## config.mk

```make
export PLATFORM = sky130hd
export DESIGN_NAME = zfb_scanout_reader
export DESIGN_NICKNAME = d
export VERILOG_FILES = /design/src/rtl/zfb_pkg.sv /design/src/rtl/zfb_pixel_fifo.sv /design/src/rtl/zfb_scanout_reader.sv
export SDC_FILE = /design/constraint.sdc
export NUM_CORES = 1
export LEC_CHECK = 0
export ABC_AREA = 1
export BUFFER_PORTS_ARGS = -buffer_cell sky130_fd_sc_hd__buf_2
export CAP_MARGIN = 20
export CORE_ASPECT_RATIO = 0.6
export CORE_MARGIN = 8
export CORE_UTILIZATION = 41
export CTS_CLUSTER_DIAMETER = 80
export DETAILED_ROUTE_END_ITERATION = 10
export SYNTH_ARGS = -nofsm -noshare
export SYNTH_HDL_FRONTEND = slang
export SYNTH_SLANG_ARGS = --single-unit
export TNS_END_PERCENT = 5
```

## constraint.sdc

```tcl
create_clock -name clk -period 7.35 [get_ports clk]
set_clock_uncertainty 0.2 [all_clocks]
set_input_delay 0.3675 -clock clk [delete_from_list [all_inputs] [get_ports clk]]
set_output_delay 0.3675 -clock clk [all_outputs]
set_load 0.02 [all_outputs]
```

## src/rtl/zfb_pkg.sv

```systemverilog
// zfb_pkg: shared constants and state encoding for the frame-buffer scanout reader
package zfb_pkg;
  localparam int H_RES_DEF = 480;
  localparam int V_RES_DEF = 272;
  localparam int ADDR_W = 24;
  localparam int PIX_W = 16;
  localparam int REM_W = 18;
  localparam logic [PIX_W-1:0] BLACK = 16'h0000;
  typedef enum logic [1:0] {IDLE, FILL, WAIT, ABORT} state_t;
endpackage

```

## src/rtl/zfb_pixel_fifo.sv

```systemverilog
// zfb_pixel_fifo: synchronous pixel FIFO, registered read data, flush beats push/pop
// Ports: i_push/i_din write, i_pop loads o_dout, i_flush empties, o_count/o_empty/o_full status.
module zfb_pixel_fifo #(
  parameter int DEPTH = 16,
  parameter int W = 16
) (
  input  logic                   clk,
  input  logic                   rst_n,
  input  logic                   i_push,
  input  logic                   i_pop,
  input  logic                   i_flush,
  input  logic [W-1:0]           i_din,
  output logic [W-1:0]           o_dout,
  output logic [$clog2(DEPTH):0] o_count,
  output logic                   o_empty,
  output logic                   o_full
);
  localparam int AW = $clog2(DEPTH);
  localparam logic [AW:0] FULL = (AW+1)'(DEPTH);
  logic [W-1:0] r_mem [DEPTH];
  logic [AW-1:0] r_wr;
  logic [AW-1:0] r_rd;
  logic [AW:0] r_count;
  logic w_push;
  logic w_pop;
  assign o_count = r_count;
  assign o_empty = r_count == '0;
  assign o_full = r_count == FULL;
  assign w_push = i_push && !o_full && !i_flush;
  assign w_pop = i_pop && !o_empty && !i_flush;
  always_ff @(posedge clk) if (w_push) r_mem[r_wr] <= i_din;
  always_ff @(posedge clk) begin
    if (!rst_n || i_flush) begin
      r_wr <= '0;
      r_rd <= '0;
      r_count <= '0;
    end else begin
      if (w_push) r_wr <= r_wr + AW'(1);
      if (w_pop) r_rd <= r_rd + AW'(1);
      r_count <= r_count + (AW+1)'(w_push) - (AW+1)'(w_pop);
    end
  end
  always_ff @(posedge clk) begin
    if (!rst_n) o_dout <= '0;
    else if (w_pop) o_dout <= r_mem[r_rd];
  end
endmodule

```

## src/rtl/zfb_scanout_reader.sv

```systemverilog
// zfb_scanout_reader: walks the frame buffer with single-word SDRAM reads and serves pixels to the TFT stage
// Ports: en gates new reads; iFrame_Start restarts the frame; iPixel_Req pops one pixel onto oPixel/oPixel_Valid;
// oUnderflow is sticky until the next frame start; oFrame_Done pulses after the last read;
// oSDRAM_Rd_Addr/oSDRAM_Rd_Req with iSDRAM_Rd_Data/iSDRAM_Rd_Done form the read handshake.
module zfb_scanout_reader
  import zfb_pkg::*;
#(
  parameter int H_RES = H_RES_DEF,
  parameter int V_RES = V_RES_DEF,
  parameter int FIFO_DEPTH = 16,
  parameter logic [ADDR_W-1:0] ADDR_BASE = 24'h000000
) (
  input  logic              clk,
  input  logic              rst_n,
  input  logic              en,
  input  logic              iFrame_Start,
  input  logic              iPixel_Req,
  output logic [PIX_W-1:0]  oPixel,
  output logic              oPixel_Valid,
  output logic              oUnderflow,
  output logic              oFrame_Done,
  output logic [ADDR_W-1:0] oSDRAM_Rd_Addr,
  output logic              oSDRAM_Rd_Req,
  input  logic [PIX_W-1:0]  iSDRAM_Rd_Data,
  input  logic              iSDRAM_Rd_Done
);
  localparam int CW = $clog2(FIFO_DEPTH) + 1;
  localparam logic [REM_W-1:0] TOTAL = REM_W'(H_RES * V_RES);
  state_t r_state;
  logic [REM_W-1:0] r_remaining;
  logic r_black;
  logic w_restart;
  logic w_push;
  logic w_space;
  logic [CW-1:0] w_count;
  logic w_empty;
  logic w_full;
  logic [PIX_W-1:0] w_dout;
  // A frame start in IDLE/FILL restarts at once; a mid-read start waits for the outstanding done.
  assign w_restart = iFrame_Start && ((r_state == IDLE && en) || r_state == FILL) ||
                     iSDRAM_Rd_Done && (r_state == ABORT || (r_state == WAIT && iFrame_Start));
  assign w_push = r_state == WAIT && iSDRAM_Rd_Done && !iFrame_Start && !w_full;
  assign w_space = w_count < CW'(FIFO_DEPTH);
  // oPixel is BLACK after an underflowing or flushed pop, otherwise the FIFO's registered head.
  assign oPixel = r_black ? BLACK : w_dout;
  zfb_pixel_fifo #(.DEPTH(FIFO_DEPTH), .W(PIX_W)) u_fifo (
    .clk     (clk),
    .rst_n   (rst_n),
    .i_push  (w_push),
    .i_pop   (iPixel_Req),
    .i_flush (w_restart),
    .i_din   (iSDRAM_Rd_Data),
    .o_dout  (w_dout),
    .o_count (w_count),
    .o_empty (w_empty),
    .o_full  (w_full)
  );
  always_ff @(posedge clk) begin
    if (!rst_n) begin
      r_state <= IDLE;
      r_remaining <= '0;
      oSDRAM_Rd_Addr <= ADDR_BASE;
      oSDRAM_Rd_Req <= 1'b0;
      oFrame_Done <= 1'b0;
      oUnderflow <= 1'b0;
    end else begin
      oFrame_Done <= 1'b0;
      if (iPixel_Req && w_empty && !w_restart) oUnderflow <= 1'b1;
      if (w_restart) begin
        oUnderflow <= 1'b0;
        oSDRAM_Rd_Addr <= ADDR_BASE;
        oSDRAM_Rd_Req <= 1'b0;
        r_remaining <= TOTAL;
        r_state <= FILL;
      end else begin
        case (r_state)
          FILL:
            if (r_remaining == '0) begin
              oFrame_Done <= 1'b1;
              r_state <= IDLE;
            end else if (en && w_space) begin
              oSDRAM_Rd_Req <= 1'b1;
              r_state <= WAIT;
            end
          WAIT:
            if (iFrame_Start) r_state <= ABORT;
            else if (iSDRAM_Rd_Done) begin
              oSDRAM_Rd_Req <= 1'b0;
              oSDRAM_Rd_Addr <= oSDRAM_Rd_Addr + ADDR_W'(1);
              r_remaining <= r_remaining - REM_W'(1);
              r_state <= FILL;
            end
          default: ;
        endcase
      end
    end
  end
  always_ff @(posedge clk) begin
    if (!rst_n) begin
      oPixel_Valid <= 1'b0;
      r_black <= 1'b1;
    end else begin
      oPixel_Valid <= iPixel_Req;
      if (iPixel_Req) r_black <= w_restart || w_empty;
    end
  end
endmodule

```

==> results of run 1 <==
[layout make-up]
| cell class | instances | area, um^2 |
|---|---|---|
| fill | 3180 | 18600 |
| clock inverter | 22 | 258 |
| sequential | 334 | 9260 |
| inverter | 119 | 450 |
| multi-input combinational | 849 | 4260 |
| timing repair buffer | 76 | 443 |
| tap | 467 | 584 |
| antenna | 1 | 2.50 |
| clock buffer | 36 | 795 |
[layer usage]
layer	wire length, um	share of wire	global-route usage	vias up
met5	11	0.00027	0	-
met1	19400	0.47	0.294	4944
met3	5020	0.12	0.0887	53
li1	-	-	-	4813
met4	851	0.021	0.0420	2
met2	15700	0.38	0.244	376
[critical path: cells and delay by family, from the launching register on]
kind | cells | cell delay [ns]
adder cells (fa/ha/maj) | 4 | 1.14
buffers and inverters | 5 | 0.74
AND/OR/NAND/NOR | 5 | 0.62
AO/OA/AOI/OAI | 3 | 0.48
flip-flops | 1 | 0.38
[worst min path at each step]
stage / endpoint / slack, ns / cells past startpoint
after floorplan: r_remaining[5]$_SDFFE_PP0P_ / 0.25 / 2
after global placement: r_remaining[5]$_SDFFE_PP0P_ / 0.26 / 2
after detailed placement: r_remaining[1]$_SDFFE_PP0P_ / 0.27 / 2
after CTS: u_fifo.r_mem[10][5]$_DFFE_PP_ / 0.01 / 1
after global routing: u_fifo.r_mem[15][4]$_DFFE_PP_ / 0.03 / 1
final: u_fifo.r_mem[14][4]$_DFFE_PP_ / 0.03 / 1
[stage by stage]
stage | utilization | hold WS, ns
6_report | 0.463 | 0.0343
4_1_cts | 0.462 | 0.00995
3_5_place_dp | 0.431 | 0.275
2_1_floorplan | - | 0.251
3_3_place_gp | 0.430 | 0.264
5_1_grt | 0.463 | 0.0277
[synth_stat cells, types with 3 or more instances]
cell type	number
a21oi_1	51
a31oi_1	5
buf_1	4
buf_2	24
buf_4	10
buf_6	6
clkbuf_1	21
clkbuf_2	3
dfxtp_1	78
edfxtp_1	256
ha_1	17
inv_1	109
inv_2	7
nand2_1	128
nand2_2	3
nand3_1	71
nand4_1	14
nor2_1	288
nor2_4	4
nor3_1	10
o211ai_1	65
o21ai_0	140
o21ai_1	23
xor2_1	8
[logic make-up (layout without fill, tap and decap cells)]
family	count (synthesis)	in the layout	synth area share
AND/OR/NAND/NOR	533	533	0.160
flip-flops	334	334	0.647
AO/OA/AOI/OAI	289	289	0.114
buffers and inverters	187	253	0.0574
adder cells (fa/ha/maj)	18	18	0.0163
XOR/XNOR	9	9	0.00552
other	0	1	0
[power breakdown]
group,internal (mW),switching [mW],leakage [nW]
logic,0.277,0.673,2.29
registers,2.10,0.0962,2.94
clock network,0.954,0.734,0.486
total,3.33,1.50,5.71
[state kept, by name, summed over array words and instances, names as in the netlist]
signal          flops
u_fifo.r_rd         4
r_state             2
u_fifo.o_dout      16
oSDRAM_Rd_Req       1
r_remaining        18
r_black             1
oSDRAM_Rd_Addr     24
u_fifo.o_count      5
oPixel_Valid        1
oFrame_Done         1
u_fifo.r_mem      256
oUnderflow          1
u_fifo.r_wr         4
==> impl_metrics.tcl, run 1 <==
set metrics [dict create \
    place_inst 1841 \
    dr.pass1.iters 5 \
    cts.sinks 334 \
    ctsResizeCount 0 \
    cp_cell_sequence "inv_1 > ha_1 > nand2_1 > nand2_1 > nand2_1 > nand2_2 > inv_4 > nand3_4 > inv_2 > ha_1 > inv_1 > ha_1 > inv_1 > fa_1 > o21ai_0 > o21ai_0 > a21oi_1" \
    synth-edff-count 256 \
    hold_class "input pin to register" \
    pre_cts_slack_ns 3.76 \
    syn2layout_area_growth_pct 12.3 \
    avgSynthCellArea_um2 10.4 \
    start_util 0.412 \
    drc 0 \
    power.leakage_nw 5.71 \
    vias 10200 \
    die_x_um 257 \
    grt_pass1_wl_mm 61.1 \
    setup_violations 0 \
    worstRegToRegCells 17 \
    layout.cells.non_filler 1904 \
    cts.clk_slew.worst_paths_ns 0.07 \
    fin_crit_ns 3.63 \
    cp_max_fo 23 \
    place_area_um2 15000 \
    pin_count 66 \
    wl_mm 41.0 \
    p_total_mw 4.83 \
    endpoint "u_fifo.o_count[4]$_SDFF_PP0_" \
    ys.flop_type "edfxtp_1" \
    ys_seq_area_frac 0.647 \
    coreArea_um2 34700 \
    cts_tree "yes" \
    critPathRequiredTime_ns 7.66 \
    rows 53 \
    clk_latency_ns 0.59 \
    via_per_inst 5.35 \
    die_y_um 161 \
    syn_nets 1410 \
    rsz0062_at_grt "false" \
    end_kind "register" \
    finalCritPeriodShare 0.494 \
    cp-start-kind "register" \
    avgRoutedWirePerCell_um 21.5 \
    routabilityCongestion 0.888 \
    cp-startpoint "r_state[0]$_SDFFE_PN0P_" \
    drv_cap 0 \
    worstSetupPathType "register to register" \
    slew_headroom 0.258 \
    timing.setup.tns_ns 0 \
    nNetsFinal 1451 \
    antenna_left 0 \
    fmax_mhz 275 \
    syn_inst 1370 \
    io_buffers 65 \
    gr-total-overflow 0 \
    ys_async_sr_fraction 0 \
    yosysTopAreaCell "edfxtp_1" \
    worstPathArrival_ns 3.94 \
    dieArea_um2 41300 \
    hold_start "iSDRAM_Rd_Data[4]" \
    grt_pass1_vias 9339 \
    crit_slowest_cell "inv_2" \
    cts_root_buf "clkbuf_16" \
    hold_viol 0 \
    mostFrequentLayoutCells "nor2_1 (272), edfxtp_1 (256), o21ai_0 (140), nand2_1 (128), inv_1 (109)" \
    dp_hpwl_mm 27.1 \
    reg2reg_to "u_fifo.o_count[4]$_SDFF_PP0_" \
    synth_top_area_share 0.538 \
    drive_above_1_share 0.116 \
    synthTopCellsByArea "edfxtp_1 (54%), dfxtp_1 (11%), nor2_1 (7.6%), o21ai_0 (4.9%), o211ai_1 (3.4%)" \
    cts_buffer_depth 3 \
    synthesis.area_um2 14300 \
    htreeDepth 1 \
    drt_iter0_drc 1027 \
    r2r_start "r_state[0]$_SDFFE_PN0P_" \
    ys_warn_count 0 \
    synthDistinctLibCells 41 \
    layout_commonest_cell "nor2_1" \
    p_per_area_nw_per_um2 301 \
    stdcell_area_um2 16100 \
    cts_setup_buffers 0 \
    cts_buffers 31 \
    setup_ws_ns 3.72 \
    grt_use_total 0.194 \
    vdd_drop_max_mv 0.188 \
    synth-seq-cells 334 \
    status "finished clean" \
    cpPeakStageDelay_ns 0.44 \
    worst_pin_slew_ns 1.10 \
    hold_buffers 3 \
    rrSetupSlack_ns 3.72 \
    slew_viol_final 0 \
    antenna_found_initial 2 \
    grt_max_degree 76 \
]
(Power assumes the default switching activity.)
==> run 2, diff against run 1 <==
==> constraint.sdc (replaced) <==
create_clock -name clk -period 3.25 [get_ports clk]
set_clock_uncertainty 0.2 [all_clocks]
set_input_delay 0.1625 -clock clk [delete_from_list [all_inputs] [get_ports clk]]
set_output_delay 0.1625 -clock clk [all_outputs]
set_load 0.02 [all_outputs]
==> run 2 against run 1 <==
Sequential power is 120% higher. Utilization is 1.3 points higher. Critical path depth unchanged. Non-clock buffer count increased by 41. Critical path type unchanged. Largest power group unchanged.
==> impl_metrics.tcl, run 2 (synthesized netlist as in run 1, its figures left out) <==
set metrics [dict create \
    dieArea_um2 41300 \
    cp-start-kind "register" \
    p_int_mw 7.68 \
    die_x_um 257 \
    cts_tree "yes" \
    antenna_left 0 \
    via_per_inst 5.24 \
    n_antenna_cell 0 \
    routabilityCongestion 0.877 \
    setup_ws_ns 0.253 \
    vdd_drop_max_mv 0.365 \
    cts_root_buf "clkbuf_16" \
    reg2reg_to "u_fifo.o_count[4]$_SDFF_PP0_" \
    coreArea_um2 34700 \
    drv_cap 0 \
    wl_mm 35.8 \
    grt_pass1_wl_mm 55.9 \
    critPathRequiredTime_ns 3.50 \
    worst_pin_slew_ns 0.802 \
    hold_depth 7 \
    grt_use_total 0.170 \
    p_comb_frac 0.197 \
    r2r_start "r_state[1]$_SDFFE_PP0P_" \
    top_regs "u_fifo.r_mem (256), oSDRAM_Rd_Addr (24), r_remaining (18)" \
    rrSetupSlack_ns 0.25 \
    layout_commonest_cell "nor2_1" \
    gr-max-usage-layer "met1" \
    die_y_um 161 \
    use_met1 0.257 \
    cts.sinks 334 \
    drive_above_1_share 0.126 \
    clk_latency_ns 0.53 \
    postLayoutCoreUtil 0.475 \
    io_buffers 65 \
    rsz0062_at_grt "false" \
    worstSetupPathType "register to register" \
    end_kind "register" \
    dr.pass1.iters 5 \
    vias 10200 \
    p_per_area_nw_per_um2 663 \
    grt_util_met2 0.246 \
    cts.clk_slew.worst_paths_ns 0.06 \
    drc 0 \
    p_total_mw 10.9 \
    htreeDepth 2 \
    timing.setup.tns_ns 0 \
    fin_crit_ns 3.00 \
    status "finished clean" \
    worstRegToRegCells 17 \
    place_inst 1865 \
    ctsResizeCount 0 \
    avgRoutedWirePerCell_um 18.4 \
    worstPathArrival_ns 3.25 \
    gr-total-overflow 0 \
    power_frac_seq 0.450 \
    layout.cells.non_filler 1943 \
    mostFrequentLayoutCells "nor2_1 (272), edfxtp_1 (256), o21ai_0 (140), nand2_1 (128), inv_1 (109)" \
    grt_pass1_vias 9621 \
    start_util 0.412 \
    finalCritPeriodShare 0.922 \
    holdPathEnd "r_state[0]$_SDFFE_PN0P_" \
    p_sw_frac 0.297 \
    cp_max_fo 7 \
    hold_class "input pin to register" \
    slew_headroom 0.462 \
    pin_count 66 \
    met3_usage 0.0348 \
    setup_violations 0 \
    drt_iter0_drc 1152 \
    hold_viol 0 \
    fmax_mhz 334 \
    clkPwrFrac 0.353 \
    cts_buffer_depth 3 \
    largest_register_ffs 256 \
    switching_power_mw 3.25 \
    cts_buffers 34 \
    largest_register "u_fifo.r_mem" \
    rows 53 \
    nNetsFinal 1495 \
    cts_setup_buffers 0 \
    pre_cts_slack_ns 0.309 \
    slew_viol_final 0 \
    hold_start "en" \
    grt_max_degree 131 \
    power.leakage_nw 5.95 \
    syn2layout_area_growth_pct 15.4 \
    antenna_found_initial 0 \
    dp_hpwl_mm 22.4 \
]
==> run 2: cell count changes in the layout (fill, tap and decap cells not counted), sizes merged <==
cell and delta:
buf +23, dlygate4sd3 +18, clkbuf +9, clkinvlp -6, clkinv -3, bufinv -2
diode -1, inv +1
==> run 2: power by group through the flow <==
stage | clock network [mW] | registers [mW] | logic [mW]
finish | 3.86 | 4.92 | 2.15
global route | 4.12 | 4.95 | 2.43
CTS | 3.95 | 4.93 | 2.16
detailed placement | 0 | 5.01 | 2.12
global placement | 0 | 5.01 | 2.09
floorplan | 0 | 4.91 | 1.61
==> run 2: worst max path at each step <==
stage                                 start                      endpoint  slack [ns]  cells after the start
CTS                 r_state[1]$_SDFFE_PP0P_  u_fifo.o_count[4]$_SDFF_PP0_        0.28                     17
detailed placement  r_state[1]$_SDFFE_PP0P_  u_fifo.o_count[4]$_SDFF_PP0_        0.31                     17
global route        r_state[1]$_SDFFE_PP0P_  u_fifo.o_count[4]$_SDFF_PP0_        0.06                     17
floorplan           r_state[0]$_SDFFE_PN0P_  u_fifo.o_count[4]$_SDFF_PP0_        0.39                     18
global placement    r_state[1]$_SDFFE_PP0P_  u_fifo.o_count[4]$_SDFF_PP0_        0.42                     17
finish              r_state[1]$_SDFFE_PP0P_  u_fifo.o_count[4]$_SDFF_PP0_        0.25                     17
==> run 2: repair_timing <==
item                                    CTS  global route
endpoints found under the hold margin   268             0
hold buffers                             21             0
endpoints found under the setup margin    0             0
==> run 2: critical path: stages, from the launching register on <==
cell and delay [ns]:
dfxtp_1 0.39, inv_1 0.08, ha_1 0.24, inv_1 0.10, nand2_1 0.06, nand2_1 0.07, nand2_2 0.11, inv_4 0.12
nand3_4 0.07, inv_2 0.06, ha_1 0.23, inv_1 0.06, ha_1 0.15, inv_1 0.06, fa_1 0.39, o21ai_0 0.26
o21ai_0 0.14, a21oi_1 0.15
==> run 2: routing by layer <==
metal | part of all wire | up-vias | wire [um]
met2 | 0.42 | 289 | 15000
li1 | - | 4898 | -
met4 | 0.017 | 0 | 602
met5 | 0 | - | 0
met1 | 0.50 | 4950 | 18000
met3 | 0.061 | 48 | 2180
==> run 2: final cells by class <==
cell class	instances	area, um^2
fill	3138	18200
sequential	334	9260
multi-input combinational	849	4260
clock buffer	45	922
timing repair buffer	117	856
tap	467	584
inverter	119	450
clock inverter	12	155
==> run 2: metrics by stage <==
step | instance area [um^2] | hold WS (ns)
3_5_place_dp | 15200 | 0.254
5_1_grt | 16500 | 0.0835
3_3_place_gp | 15200 | 0.260
4_1_cts | 16500 | 0.0507
2_1_floorplan | 14300 | 0.0560
6_report | 16500 | 0.0795
==> run 3, diff against run 2 <==
--- a/config.mk
+++ b/config.mk
@@ -5,7 +5,7 @@
 export SDC_FILE = /design/constraint.sdc
 export NUM_CORES = 1
 export LEC_CHECK = 0
-export ABC_AREA = 1
+export ABC_AREA = 0
 export BUFFER_PORTS_ARGS = -buffer_cell sky130_fd_sc_hd__buf_2
 export CAP_MARGIN = 20
 export CORE_ASPECT_RATIO = 0.6
==> run 3 against run 2 <==
Power shrank 7.8%. Synthesized area down 4.9%. Maximum frequency decreased by 0.64%. Largest cell class unchanged. Setup slack worse by 0.019 ns. Register-to-register slack got worse by 0.02 ns. Critical path depth shrank 3.
==> impl_metrics.tcl, run 3 <==
set metrics [dict create \
    ys_seq_area_frac 0.680 \
    routabilityCongestion 0.814 \
    nNetsFinal 1014 \
    io_buffers 65 \
    grt_use_total 0.156 \
    cts_root_buf "clkbuf_16" \
    rrSetupSlack_ns 0.23 \
    layout.cells.non_filler 1424 \
    yosysMostFrequentCell "edfxtp_1" \
    cts_setup_buffers 0 \
    grt_max_degree 28 \
    slew_viol_final 0 \
    yosysTopAreaCell "edfxtp_1" \
    layout_commonest_cell "edfxtp_1" \
    worst_pin_slew_ns 0.966 \
    reg2reg_to "u_fifo.o_count[4]$_SDFF_PP0_" \
    gr-total-overflow 0 \
    hold_depth 2 \
    ys.flop_type "edfxtp_1" \
    die_y_um 157 \
    hold_class "register to register" \
    ys_warn_count 0 \
    rsz0062_at_grt "false" \
    hold_viol 0 \
    rows 51 \
    holdWs_ns 0.271 \
    place_area_um2 14600 \
    largest_register "u_fifo.r_mem" \
    holdPathEnd "oSDRAM_Rd_Req$_SDFFE_PP0P_" \
    stdcell_area_um2 15800 \
    coreArea_um2 32500 \
    slew_headroom 0.355 \
    cts_buffers 31 \
    fin_crit_ns 3.02 \
    crit_slowest_cell "fa_1" \
    vdd_drop_max_mv 0.372 \
    critPathRequiredTime_ns 3.51 \
    syn2layout_area_growth_pct 15.9 \
    synth-seq-cells 334 \
    grt_pass1_vias 7694 \
    top_regs "u_fifo.r_mem (256), oSDRAM_Rd_Addr (24), r_remaining (18)" \
    dieArea_um2 39400 \
    ys_async_sr_fraction 0 \
    clkPwrFrac 0.336 \
    worstRegToRegCells 14 \
    worstSetupPathType "register to register" \
    synth_top_area_share 0.566 \
    synth_common_cells "edfxtp_1 (256), dfxtp_1 (78), mux4_2 (64)" \
    cp_cell_sequence "inv_1 > ha_1 > a21o_1 > a22o_1 > nor2_4 > ha_1 > inv_1 > ha_1 > inv_1 > fa_1 > nand2b_1 > a21oi_1 > o21ai_0 > nor3b_1" \
    worstPathArrival_ns 3.28 \
    power_frac_seq 0.492 \
    status "finished clean" \
    hold_start "oSDRAM_Rd_Req$_SDFFE_PP0P_" \
    drv_cap 0 \
    power.leakage_nw 5.19 \
    avgSynthCellArea_um2 15.8 \
    drt_iter0_drc 619 \
    via_per_inst 5.52 \
    p_comb_frac 0.173 \
    synthTopCellsByArea "edfxtp_1 (57%), dfxtp_1 (11%), mux4_2 (11%), a22o_1 (2.1%), nor2_1 (1.7%)" \
    timing.setup.tns_ns 0 \
    cp_max_fo 4 \
    cpPeakStageDelay_ns 0.40 \
    cts_buffer_depth 3 \
    largest_register_ffs 256 \
    clk_latency_ns 0.57 \
    cp_num_buf_inv 3 \
    synth-edff-count 256 \
    mostFrequentLayoutCells "edfxtp_1 (256), dfxtp_1 (76), buf_2 (65), mux4_2 (64), nor2_1 (50)" \
    cts.sinks 334 \
    r2r_start "r_state[0]$_SDFFE_PN0P_" \
    place_inst 1342 \
    p_per_area_nw_per_um2 639 \
    p_int_mw 7.36 \
    cp-start-kind "register" \
    syn_inst 860 \
    setup_violations 0 \
    drc 0 \
    avgRoutedWirePerCell_um 21.8 \
    antenna_found_initial 1 \
    cts_tree "yes" \
    cts.clk_slew.worst_paths_ns 0.07 \
    grt_pass1_wl_mm 47.5 \
    antenna_left 0 \
    fmax_mhz 332 \
    synthDistinctLibCells 58 \
    synthesis.area_um2 13600 \
    syn_nets 900 \
    htreeDepth 1 \
    pin_count 66 \
    end_kind "register" \
    dp_hpwl_mm 20.3 \
    drive_above_1_share 0.244 \
    wl_mm 31.1 \
    switching_power_mw 2.72 \
    finalCritPeriodShare 0.928 \
    crit_family "adder cells" \
    vias 7865 \
    die_x_um 251 \
    dr.pass1.iters 5 \
    fillCellCount 2781 \
    start_util 0.418 \
    postLayoutCoreUtil 0.484 \
    p_sw_frac 0.270 \
]
-- run 3: worst register-to-register path, stage by stage, from the launching register on --
cell and delay, ns:
dfxtp_1 0.39, inv_1 0.09, ha_1 0.20, a21o_1 0.19
a22o_1 0.28, nor2_4 0.10, ha_1 0.23, inv_1 0.06
ha_1 0.16, inv_1 0.05, fa_1 0.40, nand2b_1 0.16
a21oi_1 0.18, o21ai_0 0.09, nor3b_1 0.15
-- run 3: logic make-up after synthesis --
kind of cell               synth area share
buffers and inverters                0.0243
DFF                                   0.680
adders and majority gates            0.0171
AOI/OAI and AO/OA                    0.0626
xor gates and xnor gates             0.0155
and+or+nand+nor                      0.0897
muxes                                 0.110
-- run 3: worst max-delay path by stage --
stage	startpoint	end	slack [ns]	cells past startpoint
6_report	r_state[0]$_SDFFE_PN0P_	u_fifo.o_count[4]$_SDFF_PP0_	0.23	14
5_1_grt	r_state[1]$_SDFFE_PP0P_	u_fifo.o_count[4]$_SDFF_PP0_	0.06	14
4_1_cts	u_fifo.o_count[3]$_SDFF_PP0_	u_fifo.o_count[4]$_SDFF_PP0_	0.1	14
3_5_place_dp	u_fifo.o_count[3]$_SDFF_PP0_	u_fifo.o_count[4]$_SDFF_PP0_	0.13	14
3_3_place_gp	u_fifo.o_count[3]$_SDFF_PP0_	u_fifo.o_count[4]$_SDFF_PP0_	0.20	14
2_1_floorplan	r_state[0]$_SDFFE_PN0P_	u_fifo.o_count[4]$_SDFF_PP0_	0.004	17
-- run 3: power groups by stage --
stage / sequential, mW / combinational (mW) / clock (mW)
after floorplan: 4.94 / 1.34 / 0
after global placement: 5.04 / 1.68 / 0
after detailed placement: 5.05 / 1.70 / 0
after CTS: 4.96 / 1.73 / 3.47
after global routing: 4.98 / 1.92 / 3.63
final: 4.95 / 1.74 / 3.38
-- run 3: through the flow --
step	setup slack, ns	power, mW
floorplan	0.00371	6.28
global placement	0.197	6.72
detailed placement	0.126	6.74
CTS	0.0996	10.2
global route	0.0604	10.5
finish	0.234	10.1
-- run 3: what timing repair did --
item,4_1_cts,5_1_grt
hold buffers,23,0
setup endpoints to repair,0,1
gates resized for setup,0,1
hold endpoints to repair,291,0
-- run 3: cell type report --
| class | count | area, um^2 | share of cell area |
|---|---|---|---|
| Antenna cell | 1 | 2.50 | 0.000159 |
| Clock inverter | 19 | 106 | 0.00675 |
| Inverter | 19 | 71.3 | 0.00453 |
| Multi-Input combinational cell | 459 | 4080 | 0.259 |
| Timing Repair Buffer | 129 | 888 | 0.0564 |
| Tap cell | 424 | 531 | 0.0337 |
| Clock buffer | 39 | 826 | 0.0524 |
| Sequential cell | 334 | 9250 | 0.587 |
-- run 3: routing by layer --
layer | up-vias | GRT usage | part of all wire
li1 | 3607 | - | -
met1 | 4020 | 0.238 | 0.50
met2 | 201 | 0.230 | 0.43
met3 | 37 | 0.0331 | 0.060
met4 | 0 | 0.0260 | 0.016
met5 | - | 0 | 0
